===== src/rtl/imm_gen_pipe.sv =====
// Registered RV32I/RV64I immediate generator with valid/ready handshakes.
// A 2-entry skid buffer keeps in_ready a registered function of the stage state only.
module imm_gen_pipe #(
  parameter int unsigned XLEN  = 32,
  parameter int unsigned CNT_W = 8
) (
  input  logic             clk,
  input  logic             rst,
  input  logic             in_valid,
  output logic             in_ready,
  input  logic [31:0]      inst,
  output logic             out_valid,
  input  logic             out_ready,
  output logic [XLEN-1:0]  out_imm,
  output logic [2:0]       out_fmt,
  output logic             out_illegal,
  output logic [31:0]      out_inst,
  output logic [CNT_W-1:0] illegal_cnt
);

  typedef enum logic [2:0] {
    FMT_R   = 3'd0,
    FMT_I   = 3'd1,
    FMT_S   = 3'd2,
    FMT_B   = 3'd3,
    FMT_U   = 3'd4,
    FMT_J   = 3'd5,
    FMT_ILL = 3'd7
  } fmt_e;

  typedef struct packed {
    logic [XLEN-1:0] imm;
    fmt_e            fmt;
    logic            ill;
    logic [31:0]     inst;
  } entry_t;

  entry_t          dec;
  entry_t          out_q, out_d;
  entry_t          skid_q, skid_d;
  logic            out_valid_q, out_valid_d;
  logic            skid_full_q, skid_full_d;
  logic [CNT_W-1:0] cnt_q, cnt_d;
  logic            accept, drain;

  // Sign fill first, then the format-specific low bits overwrite it.
  always_comb begin
    dec      = '0;
    dec.inst = inst;
    dec.fmt  = FMT_ILL;
    unique case (inst[6:0])
      7'b0000011, 7'b0010011, 7'b1100111: begin
        dec.fmt       = FMT_I;
        dec.imm       = {XLEN{inst[31]}};
        dec.imm[11:0] = inst[31:20];
      end
      7'b0100011: begin
        dec.fmt       = FMT_S;
        dec.imm       = {XLEN{inst[31]}};
        dec.imm[11:0] = {inst[31:25], inst[11:7]};
      end
      7'b1100011: begin
        dec.fmt       = FMT_B;
        dec.imm       = {XLEN{inst[31]}};
        dec.imm[12:0] = {inst[31], inst[7], inst[30:25], inst[11:8], 1'b0};
      end
      7'b0110111, 7'b0010111: begin
        dec.fmt       = FMT_U;
        dec.imm       = {XLEN{inst[31]}};
        dec.imm[31:0] = {inst[31:12], 12'b0};
      end
      7'b1101111: begin
        dec.fmt       = FMT_J;
        dec.imm       = {XLEN{inst[31]}};
        dec.imm[20:0] = {inst[31], inst[19:12], inst[20], inst[30:21], 1'b0};
      end
      7'b0110011: dec.fmt = FMT_R;
      default:    dec.fmt = FMT_ILL;
    endcase
    dec.ill = (dec.fmt == FMT_ILL);
  end

  assign accept = in_valid && !skid_full_q;
  assign drain  = out_valid_q && out_ready;

  // A full skid entry always has priority into the output register to keep FIFO order.
  always_comb begin
    out_d       = out_q;
    skid_d      = skid_q;
    out_valid_d = out_valid_q;
    skid_full_d = skid_full_q;
    cnt_d       = cnt_q;
    if (skid_full_q) begin
      if (drain) begin
        out_d       = skid_q;
        skid_full_d = 1'b0;
      end
    end else if (!out_valid_q || drain) begin
      out_valid_d = accept;
      if (accept) out_d = dec;
    end else if (accept) begin
      skid_d      = dec;
      skid_full_d = 1'b1;
    end
    if (accept && dec.ill && (cnt_q != '1)) cnt_d = cnt_q + 1'b1;
  end

  always_ff @(posedge clk or posedge rst) begin
    if (rst) begin
      out_q       <= '0;
      skid_q      <= '0;
      out_valid_q <= 1'b0;
      skid_full_q <= 1'b0;
      cnt_q       <= '0;
    end else begin
      out_q       <= out_d;
      skid_q      <= skid_d;
      out_valid_q <= out_valid_d;
      skid_full_q <= skid_full_d;
      cnt_q       <= cnt_d;
    end
  end

  assign in_ready    = !skid_full_q;
  assign out_valid   = out_valid_q;
  assign out_imm     = out_q.imm;
  assign out_fmt     = out_q.fmt;
  assign out_illegal = out_q.ill;
  assign out_inst    = out_q.inst;
  assign illegal_cnt = cnt_q;

endmodule


===== config.mk =====
export PLATFORM = sky130hd
export DESIGN_NAME = imm_gen_pipe
export DESIGN_NICKNAME = d
export VERILOG_FILES = /design/src/rtl/imm_gen_pipe.sv
export SDC_FILE = /design/constraint.sdc
export NUM_CORES = 1
export LEC_CHECK = 0
export BUFFER_PORTS_ARGS = -buffer_cell sky130_fd_sc_hd__buf_2
export CORE_MARGIN = 3
export CORE_UTILIZATION = 56
export CTS_BUF_LIST = sky130_fd_sc_hd__clkbuf_8 sky130_fd_sc_hd__clkbuf_16
export DETAILED_ROUTE_END_ITERATION = 7
export GPL_TIMING_DRIVEN = 0
export PLACE_DENSITY = 0.9
export SLEW_MARGIN = 20
export SYNTH_ARGS = -nofsm -noshare
export SYNTH_HDL_FRONTEND = slang
export SYNTH_SLANG_ARGS = --single-unit

===== constraint.sdc =====
create_clock -name clk -period 5.5 [get_ports clk]
set_input_delay 0.55 -clock clk [delete_from_list [all_inputs] [get_ports clk]]
set_output_delay 0.55 -clock clk [all_outputs]
set_load 0.005 [all_outputs]

# Word-level counts from Yosys, hierarchy flattened
# Index checks and enable logic that the tools add are counted.
[word_totals] regBits=146 inputBits=36 output_inout_bits=78 word_cells=50
[op_classes] n_addsub=1 eq_ne=12 n_mux=10 bitwise=2 reduce_logical=14
[op_table] operator="$mux W68" n=4
[op_table] operator="$pmux W32 S5" n=1
[op_table] operator="$eq A7 B6 Y1 const B" n=3
[op_table] operator="$eq A7 B7 Y1 const B" n=3
[op_table] operator="$pmux W3 S6" n=1
[op_table] operator="$eq A7 B5 Y1 const B" n=2
[op_table] operator="$add A8 B1 Y8 const B" n=1
[op_table] operator="$ne A8 B8 Y1 const B" n=1
[op_table] operator="$eq A7 B2 Y1 const B" n=1
[op_table] operator="$reduce_and A3 Y1" n=2
[op_table] operator="$logic_and A1 B1 Y1" n=4
[op_table] operator="$mux W1" n=4
[op_table] operator="$reduce_bool A2 Y1" n=2
[op_table] operator="$eq A3 B3 Y1 const B" n=1
[op_table] operator="$reduce_or A3 Y1" n=1
[op_table] operator="$logic_not A1 Y1" n=2
[op_table] operator="$ne A2 B1 Y1 const B" n=1
[op_table] operator="$not A1 Y1" n=2
[op_table] operator="$reduce_and A2 Y1" n=1
[op_table] operator="$reduce_or A2 Y1" n=1
[op_table] operator="$logic_or A1 B1 Y1" n=1

# Logic depth before layout (Yosys ltp)
# Gate-level depths: netlist (run 1).
[depth] word_depth=7 ltp_mapped=7 ltp_nobuf=5

# Least setup slack after synthesis (run 1)
# No wires, ideal clock.
[synth_path] path_kind="input to register" start="input inst[5]" end="register cnt_q[1], in the netlist illegal_cnt[1]" setup_time_ps=127 arrival_time_ps=1857 t_required_ps=5373 setup_slack_ps=3515 cell_stages=6 n_path_buf=2 path_cell_list="clkbuf_1 > and4b_4 > a22o_4 > and4bb_1 > buf_4 > mux2_1"
[synth_between] elab_chain_len=6 word_cells_on_any_way=15 classes_between="eq/ne: 10; mux: 1; reduce/logical: 4"
[synth_rtl] item="start, declared" line_no="11" rtl="input logic [31:0] inst,"
[synth_rtl] item="$eq A7 B2 Y1, or another cell as far along" line_no="51" rtl="unique case (inst[6:0])"
[synth_rtl] item="$reduce_or A3 Y1 or $reduce_or A2 Y1 (tied branches)" line_no="51"
[synth_rtl] item="$pmux W3 S6 *" line_no="51"
[synth_rtl] item="$eq A3 B3 Y1 *" line_no="80" rtl="dec.ill = (dec.fmt == FMT_ILL);"
[synth_rtl] item="$logic_and A1 B1 Y1 * (2 in series)" line_no="105" rtl="if (accept && dec.ill && (cnt_q != '1)) cnt_d = cnt_q + 1'b1;"
[synth_rtl] item="end signal, assigned" line_no="120" rtl="cnt_q <= cnt_d;"
[synth_rtl] item="end, declared" line_no="43" rtl="logic [CNT_W-1:0] cnt_q, cnt_d;"
# Every way passes the cells marked *; elsewhere a longest branch is shown, timed or not.
# A chain may end at the register's enable or synchronous reset.

# Worst setup path in the final report (run 1)
[layout_path] start="register skid_full_q" end="register out_q (netlist bit out_imm[13])"
[layout_between] elab_chain_len=4 word_cells_on_any_way=7 classes_between="eq/ne: 1; mux: 1; reduce/logical: 5"
[layout_rtl] item="start, declared" line_no="42" rtl="logic skid_full_q, skid_full_d;"
[layout_rtl] item="start signal, assigned" line_no="119" rtl="skid_full_q <= skid_full_d;"
[layout_rtl] item="$logic_not A1 Y1" line_no="83" rtl="assign accept = in_valid && !skid_full_q;"
[layout_rtl] item="$logic_and A1 B1 Y1" line_no="83"
[layout_rtl] item="$reduce_bool A2 Y1 (no source line)"
[layout_rtl] item="$reduce_and A3 Y1 (no source line)"
[layout_rtl] item="end signal, assigned" line_no="116" rtl="out_q <= out_d;"
[layout_rtl] item="end, declared" line_no="39" rtl="entry_t out_q, out_d;"
# Parallel ways exist; a longest one is shown, timed or not.

==> flow_summary.toml, run 1 <==
[final_layout]
layout.nets = 824
fin_cells = 937
drive_above_1_share_pct = 19.4
fill_cells = 837
syn2layout_area_growth_pct = 20.6
final_core_util_pct = 69.9
antennaDiodeCount = 0

[critical_path]
endpoint_kind = "register"
start_kind = "register"
crit_path_max_fanout = 10
crit_arrival_ns = 2.70
crit_required_ns = 5.78
worstSetupPathType = "register to register"

[timing]
fmax_mhz = 413
tns_ns = 0
relSlewSlack_pct = 43.2
setup_viol_count_final = 0
rsz0062_at_grt = "false"
worst_pin_slew_ns = 0.851
period_share_pct = 44.0
holdWs_ns = 0.164
hold_violations = 0
fin_worst_skew_ns = 0.00924
period_minus_slack_ns = 2.42
report.final.slew_viol_count = 0

[grt]
grt_max_degree = 87
grtUsageTotal_pct = 28.8
gr-usage-met2_pct = 46.3
grtUsageMet3_pct = 6.79
grt_overflow = 0
grt_pass1_vias = 5557
use_met1_pct = 37.0
grt_pass1_wl_um = 28400
busiest_layer = "met2"
antenna_found_initial = 0

[status]
outcome = "complete, no violations"

[route]
dr.pass1.iters = 8
wl_per_cell_um = 18.9
drc_errors = 0
via_per_inst = 5.90
vias = 5524
drt_wl_total_um = 17700
drt.antenna.violating_nets = 0
drt_iter0_markers = 492

[placement]
placed_cells = 908
io_buffers = 112
dp_hpwl_um = 12300
gp_congestion = 0.919

[clock_network]
holdBufCountCts = 0
cts.repair.resized = 0
clock_latency_ns = 0.41
cts.sinks = 146
post_cts_buffers = 0
cts_root_buf = "clkbuf_16"
htreeDepth = 4
cts_buffers = 17
clock_path_buffers = 2
clk_pin_slew_ns = 0.06
cts_tree = "done"

[yosys]
synth_fp_nets = 692
synthAdderAreaFrac_pct = 0.198
synthTopCellsByArea = "dfrtp_1, nand2_1, mux2i_1"
synth_top_family_by_area = "simple AND/OR/NAND/NOR gates"
synth_compound_area_share_pct = 13.8
yosysTopAreaCell = "dfrtp_1"
synthDistinctLibCells = 44
synth-xor-area-share_pct = 0.968
synth_enable_flop_cells = 0
synth_seq_cells = 146
yosys_warnings = 0
syn_avg_cell_area_um2 = 9.67
yosysTopAreaCellShare_pct = 57.7
synth_most_common_cell = "nand2_1"
ys_seq_area_share_pct = 57.7
synth_commonest_cells = "nand2_1, dfrtp_1, o21ai_0, a21oi_1, nor2_1"
synth_top_flop_cell = "dfrtp_1"
synthArstFlopShare_pct = 100
syn_inst = 655
syn_area_um2 = 6330
synthSimpleGateAreaFrac_pct = 18.6
synthMuxAreaShare_pct = 5.71

[job]
max_cap_viol_count = 0

[floorplan]
die_y_um = 112
die_w_um = 112
io_pins = 114
core_area_um2 = 10900
start_util_pct = 57.9
dieArea_um2 = 12600
rows = 38

[power]
vdd_drop_max_uv = 284
p_total_mw = 4.49
p_leak_nw = 3.74
p_per_area_nw_per_um2 = 588

[hold_path]
hold_class = "primary input to async pin"
## cell usage in the layout, fill, tap and decap left out, types with 8 or more instances in the layout
cell	count
a21oi_1	51
a22o_1	8
clkbuf_16	17
or3_1	19
dfrtp_1	146
mux2i_1	35
nand2_1	169
o21ai_0	66
nor2_1	42
buf_2	120
clkbuf_1	33
## final timing paths
path	start	to	slack, ns	depth (start not counted)
hold / removal	rst	out_inst[16]	0.16	2
setup reg to reg	skid_full_q	out_imm[13]	3.08	7
setup / recovery	skid_full_q	out_imm[13]	3.08	7
hold reg to reg	out_inst[1]	out_inst[1]	0.47	2
max in group asynchronous	rst	skid_q[8]	4.57	3
min in group clk	inst[19]	skid_q[19]	0.37	3
## power breakdown
group	switching, mW	total [mW]	internal, mW
Clock	0.420	1.06	0.641
Sequential	0.283	1.84	1.55
Combinational	0.963	1.59	0.627
Total	1.67	4.49	2.82
## flip-flops by register name, summed over array words and instances (netlist names)
signal       flops
out_illegal      1
illegal_cnt      8
skid_q          68
skid_full_q      1
out_valid        1
out_inst        32
out_fmt          3
out_imm         32
## critical path, cell delays in order, from the launching register on
cell and delay (ns):
dfrtp_1 0.35, buf_2 0.17, nand2b_1 0.26, a21oi_2 0.49, nand2_1 0.14, clkbuf_1 0.30
nor2_2 0.43, a21oi_1 0.14
## layout make-up
| cell class | instances | area, um^2 | area share, % |
|---|---|---|---|
| buffer | 43 | 175 | 2.29 |
| clock inverter | 9 | 68.8 | 0.901 |
| tap | 140 | 175 | 2.29 |
| timing repair buffer | 113 | 588 | 7.70 |
| clock buffer | 20 | 467 | 6.11 |
| inverter | 5 | 26.3 | 0.344 |
| multi-input combinational | 461 | 2480 | 32.5 |
| sequential | 146 | 3650 | 47.8 |
## kinds of logic (layout without fill, tap and decap cells)
kind of cell	Yosys count	after routing
compound gates	152	152
xor+xnor	7	7
flops	146	146
mux	36	36
fa+ha+maj	1	1
buf+inv	48	190
simple gates	265	265
## per-stage QoR
step / cell area [um^2] / worst slack (ns)
2_1_floorplan: 6330 / 1.03
3_3_place_gp: 7070 / -0.309
3_5_place_dp: 7100 / 3.17
4_1_cts: 7640 / 3.17
5_1_grt: 7640 / 3.00
6_report: 7640 / 3.08
## routing by layer
layer / up-vias / wire length, um
li1: 2503 / -
met1: 2683 / 6850
met2: 284 / 8820
met3: 54 / 1480
met4: 0 / 545
met5: - / 0
(Power assumes the default switching activity.)
==> run 2: changes to the inputs <==
- CORE_UTILIZATION: 56 -> 50
- PLACE_DENSITY: 0.9 -> 0.86
- clock period: 5.5 -> 2 ns (I/O delays scaled with it)
==> run 2 against run 1 <==
Against the previous run: the run now ends with negative setup slack left; non-clock buffer count up 8; count of clock-buffer cells in the layout down 2; combinational power rose to 2.9 times the previous value; critical endpoint is now skid_q[42].
==> flow_summary.toml, run 2 (same netlist as run 1, synthesis figures left out) <==
[status]
outcome = "finished with violations"
violations = "negative setup slack"

[critical_path]
cp.depth = 6
crit_path_end = "skid_q[42]"
critical_path_buf_inv_count = 2
rr_endpoint = "skid_q[42]"
crit_slowest_cell = "dfrtp_1"
endpoint_kind = "register"
r2r_cells = 6
crit_required_ns = 2.35
critPathMostFrequentCell = "clkbuf_1"
path_cells = "nor2b_4, nor2b_1, clkbuf_1, and2_1, clkbuf_1, a22o_1"
r2r_slack_ns = -0.007
r2r_start = "out_valid"
crit_path_max_fanout = 7
crit_arrival_ns = 2.36
worstSetupPathType = "register to register"
start_kind = "register"
max_stage_delay_ns = 0.47
crit_start = "out_valid"
crit_family = "simple AND/OR/NAND/NOR gates"

[final_layout]
regMostFlops = "skid_q"
largest_reg_flops = 68
final_common_cell = "nand2_1"
design_area_um2 = 7970
syn2layout_area_growth_pct = 25.8
final_core_util_pct = 65.2
layout.nets = 832
mostFrequentLayoutCells = "nand2_1, dfrtp_1, buf_2"
drive_above_1_share_pct = 23.5

[route]
wl_per_cell_um = 19.3
wl_met3_um = 1790
top_layer = "met4"
drt_wl_total_um = 18900
vias = 5768
drt_iter0_markers = 544
wl_met1_um = 7190
drt.antenna.violating_nets = 0
wl_met2_um = 9190
via_per_inst = 5.90
drc_errors = 0
dr.pass1.iters = 5

[grt]
grt_pass1_wl_um = 29000
grt_overflow = 0
grt_max_degree = 34
antenna_found_initial = 1
grt_pass1_vias = 5570
grtUsageTotal_pct = 26.3

[timing]
holdWs_ns = 0.0188
hold_violations = 0
tns_ns = -0.00674
worst_pin_slew_ns = 0.880
period_minus_slack_ns = 2.01
report.final.slew_viol_count = 0
period_share_pct = 100
fin_worst_skew_ns = 0.00868
worst_slack_ns = -0.00674
relSlewSlack_pct = 41.4
setup_viol_count_final = 1
fmax_mhz = 498

[clock_network]
htreeDepth = 4
cts_root_buf = "clkbuf_16"
cts_buffers = 17
cts.sinks = 146
clock_path_buffers = 2
clk_pin_slew_ns = 0.07
clock_latency_ns = 0.43
cts_tree = "done"

[floorplan]
rows = 40
io_pins = 114
die_y_um = 119
core_area_um2 = 12200
dieArea_um2 = 14100
die_w_um = 119
start_util_pct = 51.9

[power]
p_per_area_nw_per_um2 = 1630
p_total_mw = 13.0
p_leak_nw = 3.88
vdd_drop_max_uv = 848

[placement]
gp_congestion = 0.919
io_buffers = 112
dpl-instance-area_um2 = 7210
dp_hpwl_um = 12400

[hold_path]
hold_class = "primary input to register"

[job]
max_cap_viol_count = 0
run 2: final cells by class:
class / count / area [um^2]
clock buffers: 18 / 439
inverters: 5 / 22.5
flip-flops and latches: 146 / 3650
multi-input cells: 461 / 2560
diodes: 1 / 2.50
plain buffers: 42 / 190
repair buffers: 122 / 706
fillers: 957 / 4240
clock inverters: 14 / 179
well taps: 168 / 210
run 2: stage by stage:
stage | std cells | setup WS [ns]
after floorplan | 655 | -0.0330
after global placement | 935 | -0.906
after detailed placement | 940 | -0.283
after CTS | 977 | 0.0107
after global routing | 977 | -0.142
final | 977 | -0.00674
run 2: what timing repair did:
action / 4_1_cts / 5_1_grt
endpoints found under the hold margin: 12 / 0
hold buffers: 3 / 0
resized for setup: 14 / 22
buffers inserted: 2 / 0
endpoints found under the setup margin: 67 / 124
pin swaps: 0 / 1
run 2: worst reg2reg max path, stage by stage (launching register included):
cell and delay, ns:
dfrtp_1 0.47, nor2b_4 0.29, nor2b_1 0.18, clkbuf_1 0.28
and2_1 0.17, clkbuf_1 0.31, a22o_1 0.23
run 2: worst min-delay path by stage:
stage,slack [ns],to,cells after the start,startpoint
finish,0.02,skid_q[18],3,inst[18]
global route,0.02,skid_q[14],3,inst[14]
CTS,0.003,skid_q[18],3,inst[18]
detailed placement,0.18,out_imm[9],2,rst
global placement,0.42,skid_full_q,2,out_ready
floorplan,0.29,skid_full_q,1,out_ready
run 2: power by group:
part | switching (mW) | internal, mW
Clock | 1.29 | 2.01
Sequential | 0.791 | 4.27
Combinational | 2.79 | 1.86
Total | 4.88 | 8.14
run 2: per-layer routing:
layer	track usage, %	vias to the layer above
li1	-	2517
met1	33.7	2823
met2	41.1	347
met3	7.32	81
met4	13.1	0
met5	0	-
==> run 3: changes to the inputs <==
- ABC_AREA: default -> 1
- CORE_UTILIZATION: 50 -> 51
==> run 3 against run 2 <==
Against the previous run: the flow now finishes without violations; largest cell class unchanged; critical path type unchanged; first-iteration DRC count up 26%; setup slack better by 0.14 ns; hold slack gained 0.0065 ns; clock skew decreased by 0.0011 ns; via count rose by 12%; sequential power about the same; register-to-register slack improved by 0.14 ns; non-clock buffer count rose by 1; critical endpoint is now out_imm[0]; critical path depth rose by 3; synthesized area is 7.5% higher.
==> flow_summary.toml, run 3 <==
[placement]
dp_hpwl_um = 14000
dpl-instance-area_um2 = 7670
gp_congestion = 0.900
placed_cells = 1120
io_buffers = 113

[route]
drt_wl_total_um = 19800
drc_errors = 0
wl_per_cell_um = 17.2
dr.pass1.iters = 6
drt_iter0_markers = 686
wl_met2_um = 9330
top_layer = "met4"
vias = 6480
via_per_inst = 5.63
wl_met3_um = 1700
wl_met1_um = 8090
drt.antenna.violating_nets = 0

[final_layout]
design_area_um2 = 8320
fin_cells = 1151
layout.nets = 1004
mostFrequentLayoutCells = "nand2_1, dfrtp_1, buf_2"
drive_above_1_share_pct = 22.7
syn2layout_area_growth_pct = 22.2
seq_area_um2 = 3650
final_core_util_pct = 64.9
fill_cells = 1067
regMostFlops = "skid_q"
multi_input_area_um2 = 2780
largest_reg_flops = 68
antennaDiodeCount = 0
final_common_cell = "nand2_1"

[grt]
grt_max_degree = 35
grt_pass1_vias = 6427
grt_pass1_wl_um = 32600
grt_overflow = 0
antenna_found_initial = 0
grtUsageTotal_pct = 28.4

[floorplan]
start_util_pct = 53.1
io_pins = 114
dieArea_um2 = 14800
rows = 41
die_y_um = 122
die_w_um = 122
core_area_um2 = 12800

[clock_network]
cts.sinks = 146
cts_tree = "done"
htreeDepth = 4
clk_pin_slew_ns = 0.06
cts_root_buf = "clkbuf_16"
cts_buffers = 17
clock_path_buffers = 2
clock_latency_ns = 0.42

[yosys]
syn_area_um2 = 6810
synthDistinctLibCells = 30
syn_avg_cell_area_um2 = 8.19
yosys_warnings = 0
synth_most_common_cell = "nand2_1"
synth_enable_flop_cells = 0
yosysTopAreaCell = "dfrtp_1"
synth_commonest_cells = "nand2_1, dfrtp_1, nor2_1, a31oi_1, nand3_1"
synthTopCellsByArea = "dfrtp_1, nand2_1, nor2_1"
ys_seq_area_share_pct = 53.7
synth_top_flop_cell = "dfrtp_1"
yosysTopAreaCellShare_pct = 53.7
synth_seq_cells = 146
synthArstFlopShare_pct = 100
syn_inst = 831
synth_fp_nets = 868

[power]
p_leak_nw = 4.23
p_total_mw = 13.3
vdd_drop_max_uv = 784
p_per_area_nw_per_um2 = 1600

[status]
outcome = "complete, no violations"

[critical_path]
path_cells = "buf_2, nor2_1, inv_1, o21ai_1, nand2_1, inv_2, buf_2, o211ai_1, nand2_1"
worstSetupPathType = "register to register"
critical_path_buf_inv_count = 4
crit_family = "buffers and inverters"
crit_arrival_ns = 2.22
crit_slowest_cell = "dfrtp_1"
cp.depth = 9
endpoint_kind = "register"
crit_required_ns = 2.36
crit_path_max_fanout = 10
max_stage_delay_ns = 0.35
r2r_cells = 9
start_kind = "register"

[timing]
period_share_pct = 93.1
fmax_mhz = 537
report.final.slew_viol_count = 0
setup_viol_count_final = 0
hold_violations = 0
relSlewSlack_pct = 55.3
fin_worst_skew_ns = 0.00755
period_minus_slack_ns = 1.86
holdWs_ns = 0.0253
worst_pin_slew_ns = 0.671
rsz0062_at_grt = "false"

[hold_path]
whs_path_depth = 3
hold_class = "primary input to register"

[job]
max_cap_viol_count = 0
run 3: changes by cell type in the layout (fill, tap and decap cells not counted), sizes merged, moves of 19 or more:
cell / before / now
or3: 19 / 0
nor2: 43 / 121
inv: 9 / 33
nand3: 6 / 55
a31oi: 1 / 58
nand2: 169 / 285
mux2i: 35 / 0
o21ai: 68 / 27
run 3: worst paths after layout:
check                       startpoint            to  slack, ns
setup / recovery           skid_full_q    out_imm[0]       0.14
hold / removal                inst[16]    skid_q[16]       0.03
setup reg to reg           skid_full_q    out_imm[0]       0.14
hold reg to reg              skid_q[1]     skid_q[1]       0.47
max in group asynchronous          rst   out_illegal       0.88
min in group asynchronous          rst  out_inst[14]       0.34
run 3: cell families (layout without fill, tap and decap cells):
group                    after synthesis  after routing  share of synthesized area [%]
buffers and inverters                 81            229                           5.64
AO/OA/AOI/OAI                        124            124                           10.4
adder cells (fa/ha/maj)                1              1                          0.184
XOR/XNOR                               6              6                          0.772
flip-flops                           146            146                           53.7
AND/OR/NAND/NOR                      473            473                           29.3
run 3: area by class of cell:
class | instances | share of cell area, %
plain buffers | 47 | 3.08
repair buffers | 118 | 7.88
clock buffers | 21 | 5.77
flip-flops and latches | 146 | 43.9
clock inverters | 10 | 1.88
well taps | 172 | 2.59
multi-input cells | 604 | 33.4
inverters | 33 | 1.53
run 3: power breakdown:
group	switching, mW	internal [mW]
clock	1.21	2.20
sequential	0.762	4.31
combinational	2.96	1.84
total	4.93	8.35
run 3: what timing repair did:
| action | 4_1_cts | 5_1_grt |
|---|---|---|
| hold endpoints to repair | 14 | 0 |
| gates resized for setup | 0 | 1 |
| hold buffers | 1 | 0 |
| endpoints found under the setup margin | 1 | 7 |
| buffers inserted | 0 | 0 |
run 3: per-stage QoR:
stage               setup TNS, ns  setup WS [ns]
floorplan                   -4.82        -0.0330
global placement          -129.67         -0.900
detailed placement              0          0.164
CTS                             0          0.108
global route                    0        0.00800
finish                          0          0.137
run 3: worst register-to-register path, stage by stage (launching register included):
cell      delay, ns
dfrtp_1        0.35
buf_2          0.19
nor2_1         0.16
inv_1          0.07
o21ai_1        0.10
nand2_1        0.19
inv_2          0.15
buf_2          0.30
o211ai_1       0.20
nand2_1        0.09
run 3: metal layers:
metal	vias up	global-route usage, %
li1	2974	-
met1	3090	37.8
met2	355	45.7
met3	61	5.71
met4	0	11.6
met5	-	0
